[src/rtl/alu_share_arbiter_pkg.sv]
// Shared definitions for the ALU share arbiter: FSM encodings, operand-select
// constants and the round-robin pick helper.
package alu_share_arbiter_pkg;

  typedef enum logic [1:0] {
    ST_IDLE = 2'd0,
    ST_BUSY = 2'd1,
    ST_DONE = 2'd2
  } arb_state_e;

  localparam logic SEL_REQ0 = 1'b0;
  localparam logic SEL_REQ1 = 1'b1;

  // A tie goes to whichever requester did not own the ALU last.
  function automatic logic pick_next(input logic r0, input logic r1, input logic last);
    if (r0 && r1) begin
      return ~last;
    end else if (r1) begin
      return SEL_REQ1;
    end
    return SEL_REQ0;
  endfunction

endpackage

[src/rtl/operand_mux_2_1_w.sv]
// WIDTH-bit 2:1 operand mux, built from one single-bit select cell per bit.
module operand_mux_2_1_w #(
  parameter int WIDTH = 16
) (
  input  logic             sel,
  input  logic [WIDTH-1:0] in_0,
  input  logic [WIDTH-1:0] in_1,
  output logic [WIDTH-1:0] out
);

  genvar i;
  generate
    for (i = 0; i < WIDTH; i++) begin : g_bit
      assign out[i] = sel ? in_1[i] : in_0[i];
    end
  endgenerate

endmodule

[src/rtl/alu_share_arbiter.sv]
// Round-robin owner of one fixed-latency ALU shared by two requesters.
// Handshake: req_x is held until done_x; done_x is a 1-cycle pulse carrying result.
module alu_share_arbiter
  import alu_share_arbiter_pkg::*;
#(
  parameter int WIDTH   = 16,
  parameter int ALU_LAT = 3
) (
  input  logic             clk,
  input  logic             rst_n,
  input  logic             req_0,
  input  logic             req_1,
  input  logic [WIDTH-1:0] a_0,
  input  logic [WIDTH-1:0] b_0,
  input  logic [WIDTH-1:0] a_1,
  input  logic [WIDTH-1:0] b_1,
  output logic [WIDTH-1:0] alu_a,
  output logic [WIDTH-1:0] alu_b,
  output logic             alu_start,
  input  logic [WIDTH-1:0] alu_result,
  output logic             sel,
  output logic             grant_0,
  output logic             grant_1,
  output logic             done_0,
  output logic             done_1,
  output logic [WIDTH-1:0] result,
  output logic             busy,
  output logic [1:0]       dbg_state
);

  localparam int CNT_W = $clog2(ALU_LAT + 1);
  localparam logic [CNT_W-1:0] CNT_LOAD = CNT_W'(ALU_LAT);
  localparam logic [CNT_W-1:0] CNT_ONE  = CNT_W'(1);

  arb_state_e       state_q, state_d;
  logic [CNT_W-1:0] cnt_q, cnt_d;
  logic             sel_q, sel_d;
  logic             last_grant_q, last_grant_d;
  logic [WIDTH-1:0] alu_a_q, alu_b_q;
  logic [WIDTH-1:0] result_q, result_d;
  logic [WIDTH-1:0] mux_a, mux_b;
  logic             grant_ev;

  // The muxes follow the next-sel value so the operands latch on the grant edge.
  operand_mux_2_1_w #(.WIDTH(WIDTH)) u_mux_a (
    .sel  (sel_d),
    .in_0 (a_0),
    .in_1 (a_1),
    .out  (mux_a)
  );

  operand_mux_2_1_w #(.WIDTH(WIDTH)) u_mux_b (
    .sel  (sel_d),
    .in_0 (b_0),
    .in_1 (b_1),
    .out  (mux_b)
  );

  always_comb begin
    state_d      = state_q;
    cnt_d        = cnt_q;
    sel_d        = sel_q;
    last_grant_d = last_grant_q;
    result_d     = result_q;
    grant_ev     = 1'b0;
    unique case (state_q)
      ST_IDLE: begin
        if (req_0 || req_1) begin
          grant_ev     = 1'b1;
          sel_d        = pick_next(req_0, req_1, last_grant_q);
          last_grant_d = sel_d;
          cnt_d        = CNT_LOAD;
          state_d      = ST_BUSY;
        end
      end
      ST_BUSY: begin
        // The ALU result is valid in the cycle the counter reaches zero.
        if (cnt_q == '0) begin
          result_d = alu_result;
          state_d  = ST_DONE;
        end else begin
          cnt_d = cnt_q - CNT_ONE;
        end
      end
      ST_DONE: begin
        state_d = ST_IDLE;
      end
      default: begin
        state_d = ST_IDLE;
      end
    endcase
  end

  always_ff @(posedge clk or negedge rst_n) begin
    if (!rst_n) begin
      state_q      <= ST_IDLE;
      cnt_q        <= '0;
      sel_q        <= SEL_REQ0;
      last_grant_q <= SEL_REQ1;
      alu_a_q      <= '0;
      alu_b_q      <= '0;
      result_q     <= '0;
    end else begin
      state_q      <= state_d;
      cnt_q        <= cnt_d;
      sel_q        <= sel_d;
      last_grant_q <= last_grant_d;
      result_q     <= result_d;
      if (grant_ev) begin
        alu_a_q <= mux_a;
        alu_b_q <= mux_b;
      end
    end
  end

  // Owner-qualified outputs decode from state and the held select.
  assign busy      = (state_q != ST_IDLE);
  assign alu_start = (state_q == ST_BUSY) && (cnt_q == CNT_LOAD);
  assign grant_0   = busy && (sel_q == SEL_REQ0);
  assign grant_1   = busy && (sel_q == SEL_REQ1);
  assign done_0    = (state_q == ST_DONE) && (sel_q == SEL_REQ0);
  assign done_1    = (state_q == ST_DONE) && (sel_q == SEL_REQ1);
  assign sel       = sel_q;
  assign alu_a     = alu_a_q;
  assign alu_b     = alu_b_q;
  assign result    = result_q;
  assign dbg_state = state_q;

endmodule

[config.mk]
export PLATFORM = sky130hd
export DESIGN_NAME = alu_share_arbiter
export DESIGN_NICKNAME = d
export VERILOG_FILES = /design/src/rtl/alu_share_arbiter_pkg.sv /design/src/rtl/operand_mux_2_1_w.sv /design/src/rtl/alu_share_arbiter.sv
export SDC_FILE = /design/constraint.sdc
export NUM_CORES = 1
export LEC_CHECK = 0
export ABC_AREA = 1
export CORE_MARGIN = 2
export CORE_UTILIZATION = 40
export CTS_CLUSTER_SIZE = 14
export DETAILED_ROUTE_END_ITERATION = 10
export PLACE_DENSITY = 0.88
export SLEW_MARGIN = 40
export SYNTH_ARGS = -nofsm -noshare
export SYNTH_HDL_FRONTEND = slang
export SYNTH_HIERARCHICAL = 1
export SYNTH_SLANG_ARGS = --single-unit
[constraint.sdc]
create_clock -name clk -period 2.2 [get_ports clk]
set_input_delay 0.22 -clock clk [delete_from_list [all_inputs] [get_ports clk]]
set_output_delay 0.22 -clock clk [all_outputs]
set_load 0.02 [all_outputs]
# Word level (Yosys, flattened, before mapping)
# Index checks and enable logic that the tools add are counted.
# op_classes
mux,49
reduce_logical,15
bitwise_logic,2
addsub,1
eq_ne,6
# op_table
op,count
$mux 1,43
$mux 2,4
$pmux 2 s2,2
$logic_and 1x1->1,6
$ne 2x2->1 const B,3
$reduce_and 2->1,3
$eq 2x2->1 const B,2
$logic_not 2->1,2
$reduce_bool 2->1,2
$reduce_and 3->1,1
$eq 2x1->1 const B,1
$not 1->1,2
$sub 2x1->2 const B,1
$logic_or 1x1->1,1
# totals
output_inout_bits,57
ff_bits,54
inputBits,84

# Longest topological paths before layout
# Gate-level depths: netlist of run 1.
# depth
word_depth,8
mapped_depth,13

# Modules after synthesis
# Netlist of run 1, hierarchy kept.
# by_module_without_submodules
module,area_per_inst_um2,seq_area_each_um2,n_inst,cells_per_inst
alu_share_arbiter,2319.7,1352.5,1,250
operand_mux_2_1_w,244.0,0.0,2,52

# Worst setup path before layout of run 1
# Ideal clock, no wire load.
# synth_timing
path_type,flip-flop to flip-flop
start,"reg state_q[0], in the netlist dbg_state[0]"
end,"reg alu_a_q[12], in the netlist alu_a[12]"
t_required_ps,2083
synth_period_minus_slack_ps,1790
n_path_buf,4
slack_ps,410
path_stages_with_launch,14
t_arrival_ps,1673
setup_ps,117
cell_sequence,dfrtp_1 buf_6 nor2_4 nand2_2 clkbuf_8 nand2_1 nand2_1 buf_6 inv_6 buf_12 nand2_1 nand2_1 nand3_1 nand2_1
# synth_via
elab_chain_len,3
word_cells_on_any_way,4
# synth_lines
item,line_no,rtl
from (decl),alu_share_arbiter.sv:35,"arb_state_e state_q, state_d;"
from (signal assigned),alu_share_arbiter.sv:104,state_q <= state_d;
$logic_not 2->1,alu_share_arbiter.sv:66,unique case (state_q)
$mux 1,alu_share_arbiter.sv:66,
net sel_d,alu_share_arbiter.sv:37,"logic sel_q, sel_d;"
$mux 1,operand_mux_2_1_w.sv:14,assign out[i] = sel ? in_1[i] : in_0[i];
net mux_a[12],alu_share_arbiter.sv:41,"logic [WIDTH-1:0] mux_a, mux_b;"
to (signal assigned),alu_share_arbiter.sv:110,alu_a_q <= mux_a;
to (decl),alu_share_arbiter.sv:39,"logic [WIDTH-1:0] alu_a_q, alu_b_q;"
# The timed path passes the listed nets, and every way through them passes these cells.
# A chain may end at the register's enable or synchronous reset.

# Worst setup path after layout of run 1
# layout_timing
start,"reg state_q[0], in the netlist dbg_state[0]"
end,out alu_start
# layout_via
elab_chain_len,2
# layout_lines
item,line_no,rtl
$eq 2x1->1,alu_share_arbiter.sv:118,assign alu_start = (state_q == ST_BUSY) && (cnt_q == CNT_LOAD);
$logic_and 1x1->1,alu_share_arbiter.sv:118,
to (decl),alu_share_arbiter.sv:19,"output logic alu_start,"
# No other way between the ends.

==> results of run 1 <==
state kept, by name, indices dropped and copies added (netlist names):
name,flops
alu_b,16
result,16
alu_a,16
cnt_q,2
sel,1
dbg_state,2
last_grant_q,1
critical path: stages (launching register included):
cell and delay, ns:
dfrtp_1 0.47, buf_4 0.19, and3_2 0.18, clkdlybuf4s50_1 0.61
worst paths after layout:
path,startpoint,endpoint,slack [ns],cells after the start
worst max-delay path,dbg_state[0]$_DFFE_PN0P_,alu_start,0.23,3
worst min-delay path,alu_result[4],result[4]$_DFFE_PN0P_,0.44,3
worst max register to register,dbg_state[0]$_DFFE_PN0P_,alu_a[4]$_DFFE_PN0P_,0.42,9
worst min register to register,alu_a[4]$_DFFE_PN0P_,alu_a[4]$_DFFE_PN0P_,0.48,2
max in group asynchronous,rst_n,last_grant_q$_DFFE_PN1P_,1.11,3
min in group asynchronous,rst_n,alu_a[11]$_DFFE_PN0P_,0.46,2
synthesized netlist by cell type, drive strengths merged:
library cell	count	area (µm²)
and3	1	7.51
dfrtp	53	1330
nand3	41	218
nor3	2	10.0
nand2	219	852
buf	16	220
clkbuf	3	41.3
ha	2	25.0
a21oi	1	5.00
nor2	4	22.5
inv	11	53.8
dfstp	1	26.3
per-layer routing:
metal	GRT usage, %	part of all wire, %
met1	21.7	41
met2	35.4	52
met3	4.81	5.7
met4	4.34	0.95
met5	0	0
power by group:
part / switching, W / leakage (nW) / internal [W]
clock network: 0.000336 / 0.0447 / 0.000230
logic: 0.00200 / 1.40 / 0.00153
registers: 0.000292 / 0.664 / 0.00148
total: 0.00263 / 2.11 / 0.00324
per-stage QoR:
stage          worst slack, ns  cell area, µm²  std cells  power (W)  hold slack [ns]
3_3_place_gp             0.457            4130        577    0.00524            0.259
3_5_place_dp             0.433            4130        577    0.00535            0.261
5_1_grt                  0.128            4240        586    0.00633            0.435
2_1_floorplan            0.410            2810        354    0.00417          -0.0756
4_1_cts                  0.212            4240        586    0.00594            0.428
6_report                 0.228            4240        586    0.00587            0.439
cells in the final DEF (no fill, tap or decap), drive strengths merged:
cell           count
dfstp              1
nor3               2
clkinvlp           1
dfrtp             53
buf                7
nand2            219
inv               12
clkdlybuf4s50    139
dlygate4sd3        1
a21oi              1
and3               1
nor2               4
clkbuf             5
nand3             41
ha                 2
clkinv             1
repair_timing:
item,CTS,global route
gates resized for setup,0,0
endpoints found under the hold margin,25,0
setup endpoints to repair,0,0
hold buffers,1,0
buffers inserted,0,0
logic make-up (layout without fill, tap and decap cells):
group | count (synthesis) | count (layout) | share of synthesized area (%)
compound gates | 1 | 1 | 0.178
fa+ha+maj | 2 | 2 | 0.891
buf+inv | 30 | 166 | 11.2
flops | 54 | 54 | 48.2
simple gates | 267 | 267 | 39.5
area by class of cell:
cell class / instances / area share (%)
clock buffer: 5 / 1.62
clock inverter: 3 / 0.591
inverter: 11 / 1.27
multi-input combinational: 270 / 26.9
sequential: 54 / 31.9
tap: 96 / 2.84
timing repair buffer: 147 / 34.8
==> impl_metrics.json, run 1 <==
{
  "p_leak_nw": 2.11,
  "area_delta_synth_final_pct": 50.9,
  "track_usage_pct": 19.0,
  "fin_util_pct": 62.4,
  "insertion_delay_ns": 0.30,
  "drt-initial-drc-count": 60,
  "drt_wl_total_um": 7280,
  "multi_input_area_um2": 1140,
  "cts_buffers": 5,
  "worstSetupStartpointType": "flip-flop",
  "syn-num-nets": 440,
  "required_ns": 1.98,
  "tns_ns": 0,
  "slew_headroom_pct": 60.1,
  "avgRoutedWirePerCell_um": 12.4,
  "vias": 2674,
  "dr.pass1.iters": 4,
  "grt_pass1_wl_um": 11800,
  "avgSynthCellArea_um2": 7.93,
  "synth-seq-cells": 54,
  "overflow": 0,
  "grt_pass1_vias": 2667,
  "rsz0062_at_grt": "no",
  "cts-root-buf": "clkbuf_8",
  "cp-end-kind": "primary output",
  "cts_sinks": 54,
  "outcome": "finished clean",
  "period_share_pct": 89.6,
  "cts_max_level": 2,
  "min_path_type": "input pin to flip-flop",
  "fin_nets": 575,
  "final_antenna_net_count": 0,
  "initial_core_util_pct": 41.3,
  "nFillCells": 611,
  "synth_cells": 354,
  "setup_viol": 0,
  "regArea_um2": 1350,
  "period_needed_ns": 1.97,
  "tightest_slew_ns": 0.599,
  "skew_ns": 0.0105,
  "antenna_found_initial": 0,
  "hpwl_um": 5610,
  "n_antenna_cell": 0,
  "clk_path_buf_depth": 2,
  "dieArea_um2": 7710,
  "core_area_um2": 6790,
  "worstSetupPathType": "flip-flop to primary output",
  "clk_pin_slew_ns": 0.11,
  "place_congestion": 0.835,
  "slew_viol_final": 0,
  "die_w_um": 87.8,
  "avgViaCountPerCell": 4.56,
  "synth_cell_types": 20,
  "seq_area_frac_synth_pct": 48.2,
  "drc": 0,
  "cts_tree": "built",
  "die_h_um": 87.8,
  "syn_area_um2": 2810,
  "critical_path_arrival_ns": 1.75,
  "cap_violations": 0,
  "finalHoldViolations": 0,
  "p_per_area_nw_per_um2": 1380,
  "grt_max_degree": 37,
  "crit_fanout": 6,
  "port_buffers": 140,
  "ios": 141,
  "rows": 30,
  "fmax_mhz": 507,
  "drive_gt1_share_pct": 7.14,
  "peakVddDrop_mv": 0.555,
  "synth_warnings": 6
}
No activity file was read; power rests on OpenSTA's default activity.
==> inputs of run 2 (changes only) <==
Settings changed: ABC_AREA 1 to not set.
==> impl_metrics.json, run 2 <==
{
  "outcome": "finished clean",
  "grt_pass1_vias": 2122,
  "endpoint": "grant_1",
  "syn_area_um2": 2800,
  "avgSynthCellArea_um2": 16.4,
  "final_cell_mix": "139 x clkdlybuf4s50_1, 53 x dfrtp_1, 50 x mux2_4, 31 x mux2_2, 5 x clkbuf_8",
  "cts_resized": 0,
  "synth-compound-area-share_pct": 2.23,
  "synth_top_cell_by_area": "dfrtp_1",
  "cts-root-buf": "clkbuf_8",
  "cts_tree": "built",
  "skew_ns": 0.00790,
  "hpwl_um": 4650,
  "placed_cells": 403,
  "avgViaCountPerCell": 4.61,
  "drt-initial-drc-count": 37,
  "synth_top_family_by_area": "multiplexers",
  "reg2reg_to": "alu_a[6]$_DFFE_PN0P_",
  "slew_viol_final": 0,
  "drt_wl_total_um": 5980,
  "dp_slack_ns": 0.150,
  "required_ns": 1.98,
  "synth_most_common_cell": "dfrtp_1",
  "critical_path_arrival_ns": 1.78,
  "drive_gt1_share_pct": 32.6,
  "grt_pass1_wl_um": 9640,
  "n_antenna_cell": 0,
  "min_path_type": "input pin to async pin",
  "dieArea_um2": 7690,
  "initial_core_util_pct": 41.2,
  "clk_path_buf_depth": 2,
  "tightest_slew_ns": 0.409,
  "grt_max_degree": 34,
  "fmax_mhz": 500,
  "worstSetupStartpointType": "flip-flop",
  "synth_edf_count": 0,
  "overflow": 0,
  "setup_slack_ns": 0.198,
  "rsz0062_at_grt": "no",
  "p_leak_nw": 1.88,
  "synth_simple_gate_area_share_pct": 3.62,
  "fin_nets": 401,
  "fin_util_pct": 64.1,
  "finalHoldViolations": 0,
  "r2r_slack_ns": 0.24,
  "insertion_delay_ns": 0.29,
  "yosys-top-cells-count": "53 x dfrtp_1, 50 x mux2_4, 31 x mux2_2",
  "port_buffers": 140,
  "async_flop_share_pct": 100,
  "p_per_area_nw_per_um2": 1440,
  "nFillCells": 537,
  "seq_area_frac_synth_pct": 48.3,
  "dr.pass1.iters": 4,
  "reg2reg_depth": 5,
  "syn-num-nets": 257,
  "layout_commonest_cell": "clkdlybuf4s50_1",
  "period_share_pct": 91.0,
  "antenna_found_initial": 0,
  "die_w_um": 87.7,
  "crit_fanout": 9,
  "synth_cells": 171,
  "rows": 30,
  "cts_max_level": 2,
  "area_delta_synth_final_pct": 55.5,
  "synthAdderAreaFrac_pct": 0.893,
  "synthXorXnorAreaFrac_pct": 0,
  "cp-end-kind": "primary output",
  "synth_warnings": 6,
  "synth.area.mux_share_pct": 39.3,
  "core_area_um2": 6790,
  "cts_sinks": 54,
  "period_needed_ns": 2.00,
  "r2r_start": "dbg_state[1]$_DFFE_PN0P_",
  "netlist.area_leader.share_pct": 47.3,
  "tns_ns": 0,
  "cap_violations": 0,
  "clk_pin_slew_ns": 0.09,
  "cts_buffers": 5,
  "peakVddDrop_mv": 0.742,
  "track_usage_pct": 16.0,
  "final_antenna_net_count": 0,
  "synth_cell_types": 24,
  "worstSetupPathType": "flip-flop to primary output",
  "synth_top_flop_cell": "dfrtp_1",
  "vias": 1901,
  "avgRoutedWirePerCell_um": 14.5,
  "finalNonFillerCells": 412,
  "die_h_um": 87.7,
  "ios": 141,
  "setup_viol": 0,
  "slew_headroom_pct": 72.7,
  "synth-seq-cells": 54,
  "crit_path_start": "dbg_state[1]$_DFFE_PN0P_",
  "drc": 0,
  "total_power_w": 0.00626,
  "place_congestion": 0.686,
  "yosys-top-cells-area": "dfrtp_1 47%, mux2_4 27%, mux2_2 12%"
}
==> run 2: power breakdown <==
group	leakage, nW	switching [W]	total (W)	internal [W]
clock network	0.0579	0.000304	0.000639	0.000335
registers	0.632	0.000316	0.00183	0.00151
logic	1.19	0.00156	0.00380	0.00224
total	1.88	0.00218	0.00626	0.00409
==> run 2: how the worst min path moves through the flow <==
stage,start,to,depth (start not counted)
CTS,rst_n,result[9]$_DFFE_PN0P_,2
global placement,rst_n,result[9]$_DFFE_PN0P_,1
global route,rst_n,result[9]$_DFFE_PN0P_,2
detailed placement,rst_n,result[9]$_DFFE_PN0P_,1
finish,rst_n,result[9]$_DFFE_PN0P_,2
floorplan,rst_n,alu_a[0]$_DFFE_PN0P_,0
==> run 2: metrics by stage <==
step,area [µm²],hold WS [ns]
3_5_place_dp,4240,0.175
5_1_grt,4360,0.408
6_report,4360,0.373
3_3_place_gp,4240,0.169
2_1_floorplan,2800,-0.0756
4_1_cts,4360,0.381
==> run 2: critical path, stage by stage, from the launching register on <==
cell and delay [ns]:
dfrtp_1 0.50, nor2_4 0.22, and2b_2 0.24, clkdlybuf4s50_1 0.53
==> run 2: layout make-up <==
class	count	area [µm²]	share of cell area, %
Timing Repair Buffer	146	1470	33.7
Sequential cell	54	1350	31.1
Multi-Input combinational cell	104	1290	29.6
Tap cell	96	120	2.76
Clock buffer	5	68.8	1.58
Clock inverter	3	40.0	0.919
Inverter	4	15.0	0.345
==> run 2: layer usage <==
| layer | global-route usage, % | wire length (µm) |
|---|---|---|
| met2 | 28.9 | 3070 |
| met1 | 18.1 | 2390 |
| met5 | 0 | 0 |
| met4 | 4.76 | 71 |
| met3 | 5.09 | 452 |
==> run 2: kinds of logic after synthesis <==
| family | Yosys count |
|---|---|
| buf+inv | 13 |
| fa+ha+maj | 2 |
| mux | 81 |
| simple gates | 14 |
| compound gates | 7 |
| flops | 54 |
==> run 2: repair_timing <==
action | CTS | global route
hold buffers | 1 | 0
endpoints found under the hold margin | 17 | 0
buffers inserted | 0 | 0
==> inputs of run 3 (changes only) <==
Settings changed: CTS_CLUSTER_DIAMETER set to 60, CTS_CLUSTER_SIZE 14 to 10.
==> results of run 3 <==
Final layout, timing and power as in run 2 (identical DEF).
